File: src/rtl/sat_counter32.sv
// 32-bit event counter that sticks at all-ones instead of wrapping.
module sat_counter32 (
    input  logic        clk,
    input  logic        rst,
    input  logic        clear,
    input  logic        increment,
    output logic [31:0] value
);
    logic [31:0] value_q;

    // Clear wins over a coincident increment so the cleared value reads zero next cycle.
    always_ff @(posedge clk) begin
        if (rst || clear) begin
            value_q <= '0;
        end else if (increment && (value_q != 32'hFFFF_FFFF)) begin
            value_q <= value_q + 32'd1;
        end
    end

    assign value = value_q;
endmodule

File: config.mk
export PLATFORM = sky130hd
export DESIGN_NAME = sat_counter32
export DESIGN_NICKNAME = d
export VERILOG_FILES = /design/src/rtl/sat_counter32.sv
export SDC_FILE = /design/constraint.sdc
export NUM_CORES = 1
export LEC_CHECK = 0
export ABC_AREA = 1
export BUFFER_PORTS_ARGS = -buffer_cell sky130_fd_sc_hd__buf_4
export CAP_MARGIN = 20
export CORE_UTILIZATION = 56
export CTS_BUF_LIST = sky130_fd_sc_hd__clkbuf_16
export CTS_CLUSTER_DIAMETER = 30
export CTS_CLUSTER_SIZE = 28
export DETAILED_ROUTE_END_ITERATION = 10
export GPL_TIMING_DRIVEN = 0
export PLACE_DENSITY = 0.8
export SLEW_MARGIN = 5
export SYNTH_ARGS = -nofsm -noshare
export SYNTH_HDL_FRONTEND = slang
export SYNTH_SLANG_ARGS = --single-unit
File: constraint.sdc
create_clock -name clk -period 2.15 [get_ports clk]
set_input_delay 0.3225 -clock clk [delete_from_list [all_inputs] [get_ports clk]]
set_output_delay 0.3225 -clock clk [all_outputs]
set_load 0.05 [all_outputs]
# After elaboration in Yosys (flattened, before gate mapping)
# Cells that the tools add are included.
# Widths: inputs -> output; s select.
[classes]
addsub = 1
eq_ne = 1
reduce_logical = 2
[op_table]
columns = ["operator", "n"]
rows = [
  ["$add 32x1->32 const B", 1],
  ["$ne 32x32->1 const B", 1],
  ["$logic_and 1x1->1", 1],
  ["$logic_or 1x1->1", 1],
]
[word_totals]
reg_bits = 32
out_inout_bits = 32

# Longest topological paths before layout
# Gate-level depths: netlist of run 1.
[depth]
ltp_word = 2
depth_mapped = 11

# Least setup slack after synthesis of run 1
# No wires, ideal clock.
[synth_timing]
kind = "reg2reg"
start = "reg value_q[0] (netlist: value[0])"
end = "reg value_q[12] (netlist: value[12])"
setup_time_ns = 0.117
t_arrival_ns = 1.856
required_time_ns = 2.033
slack_ns = 0.177
stages_incl_launch_ff = 10
synth_period_minus_slack_ns = 1.973
path_cell_list = "dfxtp_1 -> ha_1 -> nand2_1 -> nor2_1 -> nand2_4 -> nor2_8 -> nand2_2 -> buf_4 -> a21oi_1 -> nor2_1"
[synth_between]
elab_chain_cells = 2
elab_cells_between_ends = 3
[synth_rtl]
columns = ["item", "line", "text"]
rows = [
  ["start: declaration", "9", "logic [31:0] value_q;"],
  ["start signal: assignment", "16", "value_q <= value_q + 32'd1;"],
  ["parallel branches: the longest is 2 deep, another holds $add 32x1->32", "n/a", ""],
]
# Parallel ways; which one is timed is not known.
# A chain may end at the register's enable or synchronous reset.

# Worst setup path after layout of run 1
[layout_timing]
start = "reg value_q[13] (netlist: value[13])"
end = "reg value_q[22] (netlist: value[22])"
# Same word-level chain as after synthesis.

==> results of run 1 <==
power groups by stage:
stage          combinational [mW]  sequential (mW)  clock (mW)
5_1_grt                    0.0499            0.596       0.708
6_report                   0.0450            0.596       0.656
3_5_place_dp               0.0448            0.609           0
3_3_place_gp               0.0441            0.608           0
2_1_floorplan              0.0259            0.612           0
4_1_cts                    0.0450            0.596       0.663
synthesized netlist by cell type:
| cell type | number |
|---|---|
| nand2_1 | 91 |
| nor2_1 | 71 |
| nand3_1 | 35 |
| dfxtp_1 | 32 |
| a21oi_1 | 24 |
| inv_1 | 23 |
| nor3_1 | 8 |
| nand3_2 | 7 |
| inv_2 | 5 |
| nor2_2 | 5 |
| buf_6 | 4 |
| nand2_2 | 4 |
| a31oi_1 | 2 |
| buf_2 | 2 |
| nand3b_1 | 2 |
| nand4_1 | 2 |
| nor2_4 | 2 |
| xor2_1 | 2 |
| buf_1 | 1 |
| buf_4 | 1 |
| ha_1 | 1 |
| nand2_4 | 1 |
| nand3_4 | 1 |
| nor2_8 | 1 |
| o21ai_0 | 1 |
cells by family after synthesis:
group	Yosys count	synth area share, %
and+or+nand+nor	230	51.7
AOI/OAI and AO/OA	27	6.79
DFF	32	31.6
buffers and inverters	36	8.45
xor gates and xnor gates	2	0.864
adders and majority gates	1	0.617
routing by layer:
metal  global-route usage (%)  wire length (um)  vias up  part of all wire, %
met5                        0                 0        -                    0
met4                     10.2                89        0                  1.7
met3                     7.54               370       13                  6.9
met2                     46.7              2420       75                   45
met1                     39.3              2480      979                   46
li1                         -                 -     1133                    -
worst max-delay path, stage by stage (launching register included):
cell,delay (ns)
dfxtp_1,0.43
nand2_2,0.11
nor2_1,0.39
nand3_1,0.24
nor3_1,0.35
nand3_2,0.09
nand2_1,0.08
nor2_1,0.04
metrics by stage:
step / hold WS (ns) / area (um2)
2_1_floorplan: 0.560 / 2030
3_3_place_gp: 0.493 / 2350
3_5_place_dp: 0.511 / 2350
4_1_cts: 0.474 / 2480
5_1_grt: 0.499 / 2480
6_report: 0.469 / 2480
worst max path at each step:
stage	start	cells after the start	slack (ns)	to
floorplan	value[0]$_SDFFE_PP0P_	9	0.18	value[12]$_SDFFE_PP0P_
global placement	value[13]$_SDFFE_PP0P_	7	0.45	value[22]$_SDFFE_PP0P_
detailed placement	value[0]$_SDFFE_PP0P_	9	0.39	value[20]$_SDFFE_PP0P_
CTS	value[0]$_SDFFE_PP0P_	9	0.39	value[20]$_SDFFE_PP0P_
global route	value[0]$_SDFFE_PP0P_	9	0.25	value[18]$_SDFFE_PP0P_
finish	value[13]$_SDFFE_PP0P_	7	0.32	value[22]$_SDFFE_PP0P_
layout make-up:
class	count	area, um2	area share (%)
tap	46	57.6	2.32
multi-input combinational	260	1220	48.9
sequential	32	641	25.8
timing repair buffer	35	263	10.6
buffer	8	66.3	2.67
inverter	28	105	4.23
clock inverter	3	11.3	0.453
clock buffer	5	125	5.04
==> results.md, run 1 <==
- The first global-routing pass estimated 9050 um of wire.
- The CTS sink count is 32.
- In the layout the commonest cells are 91 x nand2_1, 71 x nor2_1, 36 x buf_4, 35 x nand3_1, 32 x dfxtp_1.
- The signed area change from the synthesized netlist to the final layout is 22.5%.
- The area of the die is 3870 um2.
- During I/O placement, the number of pins put on the boundary was 36.
- Between clock sinks in the finished design, the worst skew comes to 0.00439 ns.
- Buffers added to address setup during post-CTS repair amount to 0.
- The dominant cell type by area after synthesis is dfxtp_1.
- The classification of the worst setup path is reg -> reg.
- The peak fanout along the critical path is 6.
- Across the run, the number of max-cap violations was 0.
- Of the total power, the share spent switching nets is between 20% and 30%.
- Counting along the longest clock path gives a buffer depth of 2.
- The final max-slew violation count is 0.
- Data on the critical path is required at its endpoint by approximately 2.3 ns.
- The wire length per cell after detailed routing is 12.8 um.
- The transition time at the pin with the least slew margin is 0.768 ns.
- Timing analysis after detailed placement gives a worst setup slack of 0.394 ns.
- After clock tree synthesis, the flow added hold-fix buffers numbering 0.
- Counting distinct cell types in the post-synthesis netlist gives 25.
- The hold violation count in the final report is 0.
- The endpoint type of the worst setup path is a flop.
- The detail route stage leaves a number of antenna-violating nets equal to 0.
- The worst hold path terminates at value[24]$_SDFFE_PP0P_.
- The number of cells upsized or downsized after cts is 0.
- The run finished with clean final reports.
- Summed over all cells, the static leakage comes to 0.991 nW.
- The number of antenna diodes in the final layout is 0.
- The total routed wirelength is 5360 um.
- The worst hold path belongs to the class in -> reg.
- Summed over all nets, the half-perimeter wirelength after detailed placement is around 4000 um.
- The number of nets handed over by synthesis was 333.
- Routability-driven placement finished with a final weighted congestion of 0.932.
- In this run, the clock network consumes ~50% of the power.
- The first TritonRoute pass finished after 7 iterations.
- Counting every instance in the synthesized netlist gives between 300 and 400.
- The worst register-to-register path ends at value[22]$_SDFFE_PP0P_.
- The number of antenna violations at the first check in global routing came to 0.
- The flip-flop count of the largest register after layout is 32.
- The number of placed instances, taps included, is 409.
- The number of nets in the layout is approximately 380.
- The count of non-filler cells in the finished layout is approximately 420.
- The count of fill cells added during filler insertion is 314.
- The worst path arrival time is 2.00 ns.
- The width of the chip is between 60 and 70 um.
- In this run, flip-flops and latches consume 46.0% of the power.
- The fraction of the core area covered by cells at the end of the flow is 72.7%.
- The summed negative setup slack over all endpoints is 0 ns.
- The number of warnings reported in the yosys synthesis log is 0.
- Port buffering added 35 buffers.
- The internal power summed over all cells is 1.02 mW.
- The worst reg2reg path depth is 7.
- The post-layout minimum cycle time is between 1.5 and 2 ns.
- The total global routing overflow is 0.
- The number of global-route vias before repair was 1972.
- The most frequent standard cell in the layout excluding fill and tap cells is nand2_1.
- The share of layout cells above drive strength 1 is 19.7%.
- The vias after detailed routing is 2200.
- The total power is 1.30 mW.
- The floorplan step set the die height to 62.2 um.
- In the finished design, the share of the clock period the worst path needs comes to 85.0%.
- The first routing iteration left 204 violations.
- After synthesis, the largest area contributor takes up a little under a third of total cell area.
- The largest net degree at the start of global routing is 11.
- In this run the power spent charging and discharging nets is 0.273 mW.
- Of the synthesized area, sequential elements account for a little under a third.
- The least setup slack across all paths after layout is 0.322 ns.
- The share of total power in combinational logic is 3.5%.
- After synthesis the netlist holds a flip-flop and latch count of 32.
- The starting utilization of the core area is 59.4%.
- In this run the register-to-register setup slack is 0.32 ns.
- The worst slew margin relative to its limit is 48.6%.
- The number of H-tree levels is 2.
- The total power per unit cell area is about 520 nW/um2.
- Along the worst hold path, the cell count comes to 4.
- The floorplan row count is 21.
- Setup repair after global routing left no endpoint under its margin.
- The TritonCTS clock tree is built.
- The total core area is about 3400 um2.
- A synthesized cell averages 6.18 um2.
- After clock tree synthesis, the clock-pin slew on the worst setup and hold paths is 0.05 ns.
- The worst supply voltage drop on vdd is ~0.43 mV.
- The post-detailed-route DRC marker count is 0.
- Global routing used between 20% and 30% of the available tracks across all layers.
- For the worst-skew pair, the clock arrives at the later sink with an insertion delay of 0.28 ns.
- Sorting the synthesized cells by area gives the leading types as dfxtp_1 32%, nand2_1 17%, nor2_1 13%, nand3_1 8.6%, a21oi_1 5.9%.
- The worst hold path begins at rst.
- The average vias per placed instance is 5.28.
- The number of buffers created by CTS is 5.
- The worst register-to-register path begins at value[13]$_SDFFE_PP0P_.
- Setup violations remaining at the end of the flow were counted as 0.
- Based on the critical path, the design can be clocked at up to 547 MHz.
- After synthesis the cells add up to 2030 um2.
- The clock root buffer master is clkbuf_16.
- STA classifies the critical path startpoint as a flop.
Power figures use the tool's default switching activity.
==> run 2, diff against run 1 <==
--- a/config.mk
+++ b/config.mk
@@ -9,7 +9,6 @@
 export BUFFER_PORTS_ARGS = -buffer_cell sky130_fd_sc_hd__buf_4
 export CAP_MARGIN = 20
 export CORE_UTILIZATION = 56
-export CTS_BUF_LIST = sky130_fd_sc_hd__clkbuf_16
 export CTS_CLUSTER_DIAMETER = 30
 export CTS_CLUSTER_SIZE = 28
 export DETAILED_ROUTE_END_ITERATION = 10
==> results.md, run 2 (synthesis gave the netlist of run 1 again) <==
- The detailed router finished its first iteration with 211 violations.
- For this design, the sink count on the clock tree is 32.
- Counting I/O delays and the setup requirement, the final critical path takes 1.88 ns.
- The number of violations of the max-capacitance limit is 0.
- The number of antenna violations at the first check in global routing came to 0.
- The achievable clock frequency is 533 MHz.
- The post-place setup slack is 0.394 ns.
- The number of nets in the layout is 375.
- The critical path's slowest cell is dfxtp_1.
- The flip-flop count of the largest register after layout is 32.
- The later pin in the worst-skew pair is clocked with a latency of 0.33 ns.
- For this design, the CTS-stage hold fixing added 0 buffers.
- The summed negative setup slack over all endpoints is 0 ns.
- After clock tree synthesis, the setup repair step added 0 buffers.
- The first global-routing pass estimated 8850 um of wire.
- Setup repair after global routing left no endpoint under its margin.
- The number of cells on the worst reg-to-reg path is 7.
- The signed area change from the synthesized netlist to the final layout is 18.7%.
- The die extent in y is 62.2 um.
- The worst setup path is of the reg -> reg kind.
- Of the cells placed in the final design, the portion with a size suffix greater than 1 is 19.9%.
- The library cell used most frequently in the layout, excluding fill and tap cells, is nand2_1.
- Walking the worst path, the cells encountered are nand2_2 > nor2_1 > nand3_1 > nor3_1 > nand3_2 > nand2_1 > nor2_1.
- The min-delay analysis places its worst path in the category in -> reg.
- The area of the die is 3870 um2.
- The total routing usage reported by global routing is ~29%.
- The worst hold path passes through 4 cells.
- The TritonCTS clock tree is built.
- Power spread over the standard cell area amounts to 418 nW/um2.
- The minimum setup slack among reg-to-reg paths is 0.27 ns.
- For the pin with the worst max-slew slack, the measured transition is between 0.7 and 0.8 ns.
- The post-placement cell count is 409.
- The worst supply voltage drop on vdd is 0.323 mV.
- In this run the critical register-to-register path is launched from value[13]$_SDFFE_PP0P_.
- The fraction of the core area covered by cells at the end of the flow is between 70% and 80%.
- The count of non-filler cells in the finished layout is 417.
- The worst path arrival time is 2.11 ns.
- The total routed wirelength is 5240 um.
- Clock-pin slew was measured on the worst setup and hold paths at 0.10 ns.
- The floorplan row count is 21.
- Summed over all cells, the static leakage comes to 0.949 nW.
- Final hold analysis gives a worst-case slack of 0.408 ns.
- The delay of the slowest cell on the worst path is between 0.4 and 0.5 ns.
- In the finished design, the share of the clock period the worst path needs comes to 87.3%.
- In the routed design, unresolved DRC markers number 0.
- The number of nets with antenna violations after detailed routing is 0.
- Dividing the detail-routed via count by the number of cells gives 5.32.
- The hold violation count in the final report came to 0.
- The repair_antennas step left the layout with diodes totalling 0.
- The number of buffers and inverters on the critical path is 0.
- The clock passes through at most 2 buffers.
- The number of cells upsized or downsized after cts is 0.
- The worst register-to-register path ends at value[22]$_SDFFE_PP0P_.
- The number of H-tree levels is 2.
- Pin placement for this block handled 36 I/O pins.
- Routability-driven placement finished with a final weighted congestion of 0.932.
- Once the floorplan was initialized, standard cells occupied 59.4% of the core.
- The number of global-route vias before repair came to 1965.
- The total core area is 3420 um2.
- The count of buffers added on input and output ports is 35.
- The most numerous cell type found on the critical path is nor2_1.
- Entering global routing, the biggest net connects 11 pins.
- The design area is 2410 um2.
- Detailed placement ended at an HPWL of 3990 um.
- The worst slew margin relative to its limit is 47.6%.
- On the critical path the largest part of the delay comes from simple AND/OR/NAND/NOR gates.
- The total iterations of the first detailed-routing run is 4.
- In this run the horizontal extent of the chip is 62.2 um.
- The peak fanout along the critical path is 6.
- The worst path meets setup with about 0.27 ns of slack.
- Dividing the detail-routed wire length by the instance count gives 12.6 um.
- The endpoint type of the worst setup path is a flop.
- The total global routing overflow is 0.
- Total power for the finished layout comes to 1.01 mW.
- The number of clock buffers added by TritonCTS is 5.
- The setup clock skew after layout is 0.00236 ns.
- The vias after detailed routing is 2218.
- The worst setup path is launched from a flop.
- The critical path startpoint is value[13]$_SDFFE_PP0P_.
- The logic depth of the worst path, buffers included is 7.
- Following the worst setup path forward leads to its endpoint at value[22]$_SDFFE_PP0P_.
- The top cell types in the final layout, fill and taps aside, are 91 x nand2_1, 71 x nor2_1, 36 x buf_4, 35 x nand3_1, 32 x dfxtp_1.
- STA puts the critical path data required time at roughly 2.4 ns.
- The final max-slew violation count was 0.
- The total of endpoints with negative setup slack in the final report is 0.
- The tree is rooted in a clkbuf_4.
- Once placement finished, the instance area stood at between 2000 and 2500 um2.
- The run finished with clean final reports.
run 2: worst register-to-register path: stages (launching register included):
cell and delay (ns):
dfxtp_1 0.45, nand2_2 0.11, nor2_1 0.41, nand3_1 0.25, nor3_1 0.37, nand3_2 0.09
nand2_1 0.08, nor2_1 0.04
run 2: per-layer routing:
metal / vias up / track usage (%) / wire length [um]
met5: - / 0 / 0
met4: 0 / 9.59 / 108
met3: 14 / 6.07 / 419
met2: 80 / 46.0 / 2340
met1: 995 / 38.1 / 2370
li1: 1129 / - / -
run 2: final cells by class:
| class | count | area, um2 |
|---|---|---|
| Tap cell | 46 | 57.6 |
| Inverter | 28 | 105 |
| Timing Repair Buffer | 35 | 263 |
| Clock buffer | 8 | 58.8 |
| Fill cell | 335 | 1010 |
| Multi-Input combinational cell | 260 | 1220 |
| Buffer | 8 | 66.3 |
| Sequential cell | 32 | 641 |
run 2: how the worst min path moves through the flow:
stage	startpoint	end	slack, ns
6_report	rst	value[24]$_SDFFE_PP0P_	0.41
5_1_grt	rst	value[21]$_SDFFE_PP0P_	0.43
4_1_cts	rst	value[24]$_SDFFE_PP0P_	0.41
3_5_place_dp	value[0]$_SDFFE_PP0P_	value[0]$_SDFFE_PP0P_	0.51
3_3_place_gp	value[1]$_SDFFE_PP0P_	value[1]$_SDFFE_PP0P_	0.49
2_1_floorplan	rst	value[31]$_SDFFE_PP0P_	0.56
run 2: power breakdown:
group | leakage [nW] | total [mW] | switching [mW] | internal, mW
clock | 0.0326 | 0.367 | 0.205 | 0.161
combinational | 0.659 | 0.0451 | 0.0308 | 0.0143
sequential | 0.258 | 0.595 | 0.00129 | 0.593
